**src/rtl/onchip_mem_arbiter_pkg.sv**
```systemverilog
// Shared sizes and master-ID encoding for the on-chip memory arbiter slice.
package onchip_mem_arbiter_pkg;

  localparam int ADDR_W    = 13;
  localparam int DATA_W    = 32;
  localparam int BE_W      = DATA_W / 8;
  localparam int NUM_WORDS = 5120;

  typedef enum logic {
    M0 = 1'b0,
    M1 = 1'b1
  } master_id_t;

endpackage

```
**src/rtl/rr_arb2.sv**
```systemverilog
// Combinational two-way round-robin pick; the history register lives in the parent.
module rr_arb2
  import onchip_mem_arbiter_pkg::*;
(
  input  logic [1:0] req,
  input  master_id_t last,
  input  logic       en,
  output logic [1:0] gnt,
  output master_id_t gnt_id
);

  // On contention the master that did not win most recently goes next.
  always_comb begin
    gnt    = 2'b00;
    gnt_id = M0;
    if (en) begin
      case (req)
        2'b01: begin
          gnt    = 2'b01;
          gnt_id = M0;
        end
        2'b10: begin
          gnt    = 2'b10;
          gnt_id = M1;
        end
        2'b11: begin
          if (last == M0) begin
            gnt    = 2'b10;
            gnt_id = M1;
          end else begin
            gnt    = 2'b01;
            gnt_id = M0;
          end
        end
        default: begin
          gnt    = 2'b00;
          gnt_id = M0;
        end
      endcase
    end
  end

endmodule

```
**src/rtl/onchip_mem_arbiter.sv**
```systemverilog
// Shares one single-port on-chip RAM between two Avalon-MM masters, one access per cycle.
module onchip_mem_arbiter
  import onchip_mem_arbiter_pkg::*;
#(
  parameter int ADDR_W    = onchip_mem_arbiter_pkg::ADDR_W,
  parameter int DATA_W    = onchip_mem_arbiter_pkg::DATA_W,
  parameter int BE_W      = onchip_mem_arbiter_pkg::BE_W,
  parameter int NUM_WORDS = onchip_mem_arbiter_pkg::NUM_WORDS
) (
  input  logic              clk,
  input  logic              reset,
  input  logic              freeze,
  input  logic [ADDR_W-1:0] m0_address,
  input  logic [BE_W-1:0]   m0_byteenable,
  input  logic              m0_read,
  input  logic              m0_write,
  input  logic [DATA_W-1:0] m0_writedata,
  output logic              m0_waitrequest,
  output logic [DATA_W-1:0] m0_readdata,
  output logic              m0_readdatavalid,
  input  logic [ADDR_W-1:0] m1_address,
  input  logic [BE_W-1:0]   m1_byteenable,
  input  logic              m1_read,
  input  logic              m1_write,
  input  logic [DATA_W-1:0] m1_writedata,
  output logic              m1_waitrequest,
  output logic [DATA_W-1:0] m1_readdata,
  output logic              m1_readdatavalid,
  output logic [ADDR_W-1:0] mem_address,
  output logic [BE_W-1:0]   mem_byteenable,
  output logic [DATA_W-1:0] mem_writedata,
  output logic              mem_chipselect,
  output logic              mem_write,
  output logic              mem_clken,
  input  logic [DATA_W-1:0] mem_readdata,
  output logic              range_err
);

  localparam logic [ADDR_W-1:0] ADDR_LIMIT = ADDR_W'(NUM_WORDS);

  logic [1:0]  req;
  logic [1:0]  gnt;
  logic        en;
  logic        granted;
  logic        sel_write;
  logic        sel_oor;
  master_id_t  gnt_id;
  master_id_t  last;
  logic        rv_valid;
  master_id_t  rv_id;
  logic        rv_oor;

  assign req     = {m1_read | m1_write, m0_read | m0_write};
  assign en      = ~reset & ~freeze;
  assign granted = |gnt;

  rr_arb2 u_rr_arb2 (
    .req    (req),
    .last   (last),
    .en     (en),
    .gnt    (gnt),
    .gnt_id (gnt_id)
  );

  assign mem_address    = (gnt_id == M1) ? m1_address    : m0_address;
  assign mem_byteenable = (gnt_id == M1) ? m1_byteenable : m0_byteenable;
  assign mem_writedata  = (gnt_id == M1) ? m1_writedata  : m0_writedata;
  assign sel_write      = (gnt_id == M1) ? m1_write      : m0_write;
  assign sel_oor        = (mem_address >= ADDR_LIMIT);

  // Out-of-range grants are still accepted, but never reach the RAM.
  assign mem_chipselect = granted & ~sel_oor;
  assign mem_write      = mem_chipselect & sel_write;
  assign mem_clken      = ~freeze;

  assign m0_waitrequest = ~en | (req[0] & ~gnt[0]);
  assign m1_waitrequest = ~en | (req[1] & ~gnt[1]);

  always_ff @(posedge clk) begin
    if (reset) begin
      last      <= M1;
      rv_valid  <= 1'b0;
      rv_id     <= M0;
      rv_oor    <= 1'b0;
      range_err <= 1'b0;
    end else begin
      rv_valid <= granted & ~sel_write;
      rv_id    <= gnt_id;
      rv_oor   <= sel_oor;
      if (granted) begin
        last <= gnt_id;
      end
      if (granted && sel_oor) begin
        range_err <= 1'b1;
      end
    end
  end

  // Reset in the return cycle kills a read already in flight.
  assign m0_readdatavalid = rv_valid & ~reset & (rv_id == M0);
  assign m1_readdatavalid = rv_valid & ~reset & (rv_id == M1);
  assign m0_readdata = (rv_valid && rv_id == M0 && !rv_oor) ? mem_readdata : '0;
  assign m1_readdata = (rv_valid && rv_id == M1 && !rv_oor) ? mem_readdata : '0;

endmodule

```
**config.mk**
```make
export PLATFORM = sky130hd
export DESIGN_NAME = onchip_mem_arbiter
export DESIGN_NICKNAME = d
export VERILOG_FILES = /design/src/rtl/onchip_mem_arbiter_pkg.sv /design/src/rtl/rr_arb2.sv /design/src/rtl/onchip_mem_arbiter.sv
export SDC_FILE = /design/constraint.sdc
export NUM_CORES = 1
export LEC_CHECK = 0
export CAP_MARGIN = 20
export CORE_AREA = 2 2 100 102
export CTS_CLUSTER_DIAMETER = 200
export DETAILED_ROUTE_END_ITERATION = 8
export DIE_AREA = 0 0 102 104
export GPL_ROUTABILITY_DRIVEN = 1
export GPL_TIMING_DRIVEN = 0
export PLACE_DENSITY = 0.69
export SYNTH_ARGS = -nofsm -noshare
export SYNTH_HDL_FRONTEND = slang
export SYNTH_SLANG_ARGS = --single-unit
```
**constraint.sdc**
```tcl
create_clock -name clk -period 1.6 [get_ports clk]
set_input_delay 0.4 -clock clk [delete_from_list [all_inputs] [get_ports clk]]
set_output_delay 0.4 -clock clk [all_outputs]
set_load 0.02 [all_outputs]
```
==> metrics.md <==
| Metric | Value |
|---|---|
| Status | `finished, violations left` |
| Failing checks | `setup timing` |
| Crit path buffers/inverters | `3` |
| DRT antenna net count | `0` |
| Final setup violation count | `116` |
| Clock sink total | `5` |
| Clk pin slew, worst setup/hold paths | `0.03 ns` |
| Worst r2r src | `last` |
| Post-synthesis area per instance | `8.373 um2` |
| Fmax | `503.9 MHz` |
| Largest net degree at the start of global routing | `11` |
| Hold-fix buffers, CTS | `0` |
| Routed WL per cell | `15.57 um` |
| DP Area | `4086 um2` |
| Vias in the first global route | `2,534` |
| Worst Skew | `0.003917 ns` |
| Overall Global Routing Usage | `0.1530` |
| Clock root buffer | `clkbuf_8` |
| Yosys synthesis warning count | `0` |
| Area Growth Syn to Fin | `268.5%` |
| Die Y | `104 um` |
| Peak supply drop | `0.0001874 V` |
| PnR worst setup slack | `-0.3843 ns` |
| Width of the die | `102 um` |
| R2R cell count | `11` |
| Place WS | `-1.327 ns` |
| Drt pass-1 iters | `4` |
| DR DRC count | `0` |
| Hold EP | `rv_oor` |
| Die ar. | `10,610 um2` |
| Kind of cell adding the most delay to the critical path | `buffers and inverters` |
| Synthesized cell area | `1331 um2` |
| Initial Utilization | `0.1394` |
| Hold Path Stages | `2` |
| Synth area leader | `mux2_2` |
| First-pass GRT wire length | `12,920 um` |
| CTS Buffer Depth | `2` |
| CTS tree | `done` |
| Total Wirelength | `9203 um` |
| Setup CP Type | `in -> out` |
| Max Transition Viols Final | `0` |
| Max Cap Viol | `0` |
| Number of CTS-inserted buffers | `3` |
| CP max stage cell | `mux2_4` |
| Power per Cell Area | `320.8 nW/um2` |
| Hpwl dp | `7069 um` |
| Via density | `4.071` |
| Worst Path Arrival | `1.58 ns` |
| CP max stage delay | `0.31 ns` |
| Core Region | `9549 um2` |
| Hold_sp | `reset` |
| Synth Instances | `159` |
| RSZ-0062 raised after global routing | `true` |
| R2r endpoint | `rv_valid` |
| H-tree Lvls | `1` |
| Nets@finish | `596` |
| Dpl cells | `549` |
| Worst slew margin | `0.6598` |
| Yosys top cell area share | `0.4145` |
| Post-Layout Cell Count | `591` |
| Final instance area | `4906 um2` |
| Min Tclk post-route | `1.984 ns` |
| I/O pins | `258` |
| Startpoint types | `input port` |
| Measured slew at the worst slew-check pin | `0.5048 ns` |
| Ant. Diodes | `0` |
| DR vias | `2,406` |
| Initial antenna violation count | `0` |
| Seq/Total Area, Yosys | `0.07519` |
| DRT iter0 DRCs | `22` |
| Clk Latency, worst-skew pair | `0.22 ns` |
| HP Class | `in -> reg` |
| Final worst-path cycle share | `1.240` |
| FF+latch count, synth | `5` |
| Routability cong. | `0.8365` |
| Port bufs | `257` |
| Total congestion overflow | `0` |
| Worst reg2reg setup slack | `-0.09 ns` |
| Site row count | `36` |
| CP required | `1.20 ns` |
| Final hold violation count | `0` |
| Worst path cell trace | `buf_8, o21ai_4, o211ai_4, buf_12, mux2_4, and2b_2, buf_6` |
| Top post-synthesis cells by area | `mux2_2 41%, and2_1 30%, dfxtp_1 7.5%` |
| Leakage | `2.333 nW` |
| Critical Path Sink Type | `output pin` |
| Crit Path Max Fanout | `8` |
| Net Count, Synth | `296` |
| Layout cell share with drive strength beyond 1 | `0.6616` |
| Distinct cells, synth | `20` |
## how the worst max path moves through the flow
| stage | slack, ns | depth (start not counted) | endpoint | startpoint |
|---|---|---|---|---|
| 2_1_floorplan | -0.07 | 3 | mem_chipselect | m1_write |
| 3_3_place_gp | -1.31 | 5 | mem_address[11] | m1_write |
| 3_5_place_dp | -1.33 | 5 | mem_address[11] | m1_write |
| 4_1_cts | -0.39 | 7 | mem_chipselect | m0_read |
| 5_1_grt | -0.41 | 7 | mem_chipselect | m0_read |
| 6_report | -0.38 | 7 | mem_chipselect | m0_read |
## routing by layer
layer | vias up | global-route usage | routed length [um]
met5 | - | 0 | 0
met4 | 0 | 0.03810 | 160
met3 | 12 | 0.03427 | 921
met2 | 162 | 0.3139 | 5033
met1 | 1094 | 0.1469 | 3087
li1 | 1138 | - | -
## through the flow
| stage | TNS, ns | utilization | power (mW) | hold slack (ns) |
|---|---|---|---|---|
| 2_1_floorplan | -3.152 | - | 0.5295 | 0.4724 |
| 3_3_place_gp | -107.85 | 0.4279 | 1.178 | 0.4691 |
| 3_5_place_dp | -109.52 | 0.4279 | 1.187 | 0.4791 |
| 4_1_cts | -28.37 | 0.4966 | 1.546 | 0.3935 |
| 5_1_grt | -32.62 | 0.5138 | 1.652 | 0.3683 |
| 6_report | -27.84 | 0.5138 | 1.574 | 0.3728 |
## Yosys cell counts, drive strengths merged
master,instances
dfxtp,5
nand2,3
inv,5
o211ai,1
a2bb2oi,1
nor3b,2
nor2,3
o22ai,2
and2,64
o41ai,1
and2b,1
o21ai,6
clkbuf,6
buf,5
mux2,50
a31oi,1
and3b,3
## layout by cell type, fill, tap and decap left out, types with 3 or more instances in the layout
master           Yosys  routed
buf_12               0       3
buf_2                0      30
clkbuf_8             0       3
buf_6                5     110
inv_1                5       5
dlymetal6s2s_1       0       3
dlygate4sd2_1        0       3
mux2_2              49      30
buf_4                0      13
and2_4               0      64
mux2_4               1      20
buf_8                0      15
nand2_1              3       3
clkdlybuf4s50_1      0     128
o21ai_1              1       3
## flip-flops by register name, summed over array words and instances (netlist names)
name and cells:
range_err 1, rv_oor 1, rv_valid 1, rv_id 1, last 1
## cells by family (layout without fill, tap and decap cells)
logic type / after synthesis / count (layout) / share of synthesized area
AOI/OAI and AO/OA: 12 / 12 / 0.06579
and+or+nand+nor: 76 / 76 / 0.3600
muxes: 50 / 50 / 0.4257
buffers and inverters: 16 / 315 / 0.07331
DFF: 5 / 5 / 0.07519
## worst register-to-register path: stages, from the launching register on
cell and delay (ns):
dfxtp_4 0.34, buf_4 0.14, inv_1 0.10, a31oi_4 0.09, a2bb2oi_2 0.17, buf_4 0.13
buf_4 0.12, buf_4 0.11, buf_4 0.12, buf_4 0.12, buf_4 0.12, nor2_2 0.06
## area by class of cell
class	instances	area [um2]
Buffer	10	155.1
Clock buffer	4	45.04
Fill cell	852	4643
Inverter	5	18.77
Multi-Input combinational cell	138	1421
Sequential cell	5	110.1
Tap cell	133	166.4
Timing Repair Buffer	296	2989
## power breakdown
| part | switching [mW] | leakage (nW) | internal, mW |
|---|---|---|---|
| combinational | 0.461 | 2.27 | 0.738 |
| clock | 0.0601 | 0.0228 | 0.171 |
| sequential | 0.00882 | 0.0430 | 0.135 |
## timing repair
action | CTS | global route
hold endpoints to repair | 0 | 0
pin swaps | 31 | 23
setup endpoints to repair | 124 | 118
gates resized for setup | 793 | 56
cloned | 6 | 0
setup buffers | 30 | 5
(Power assumes the default switching activity.)
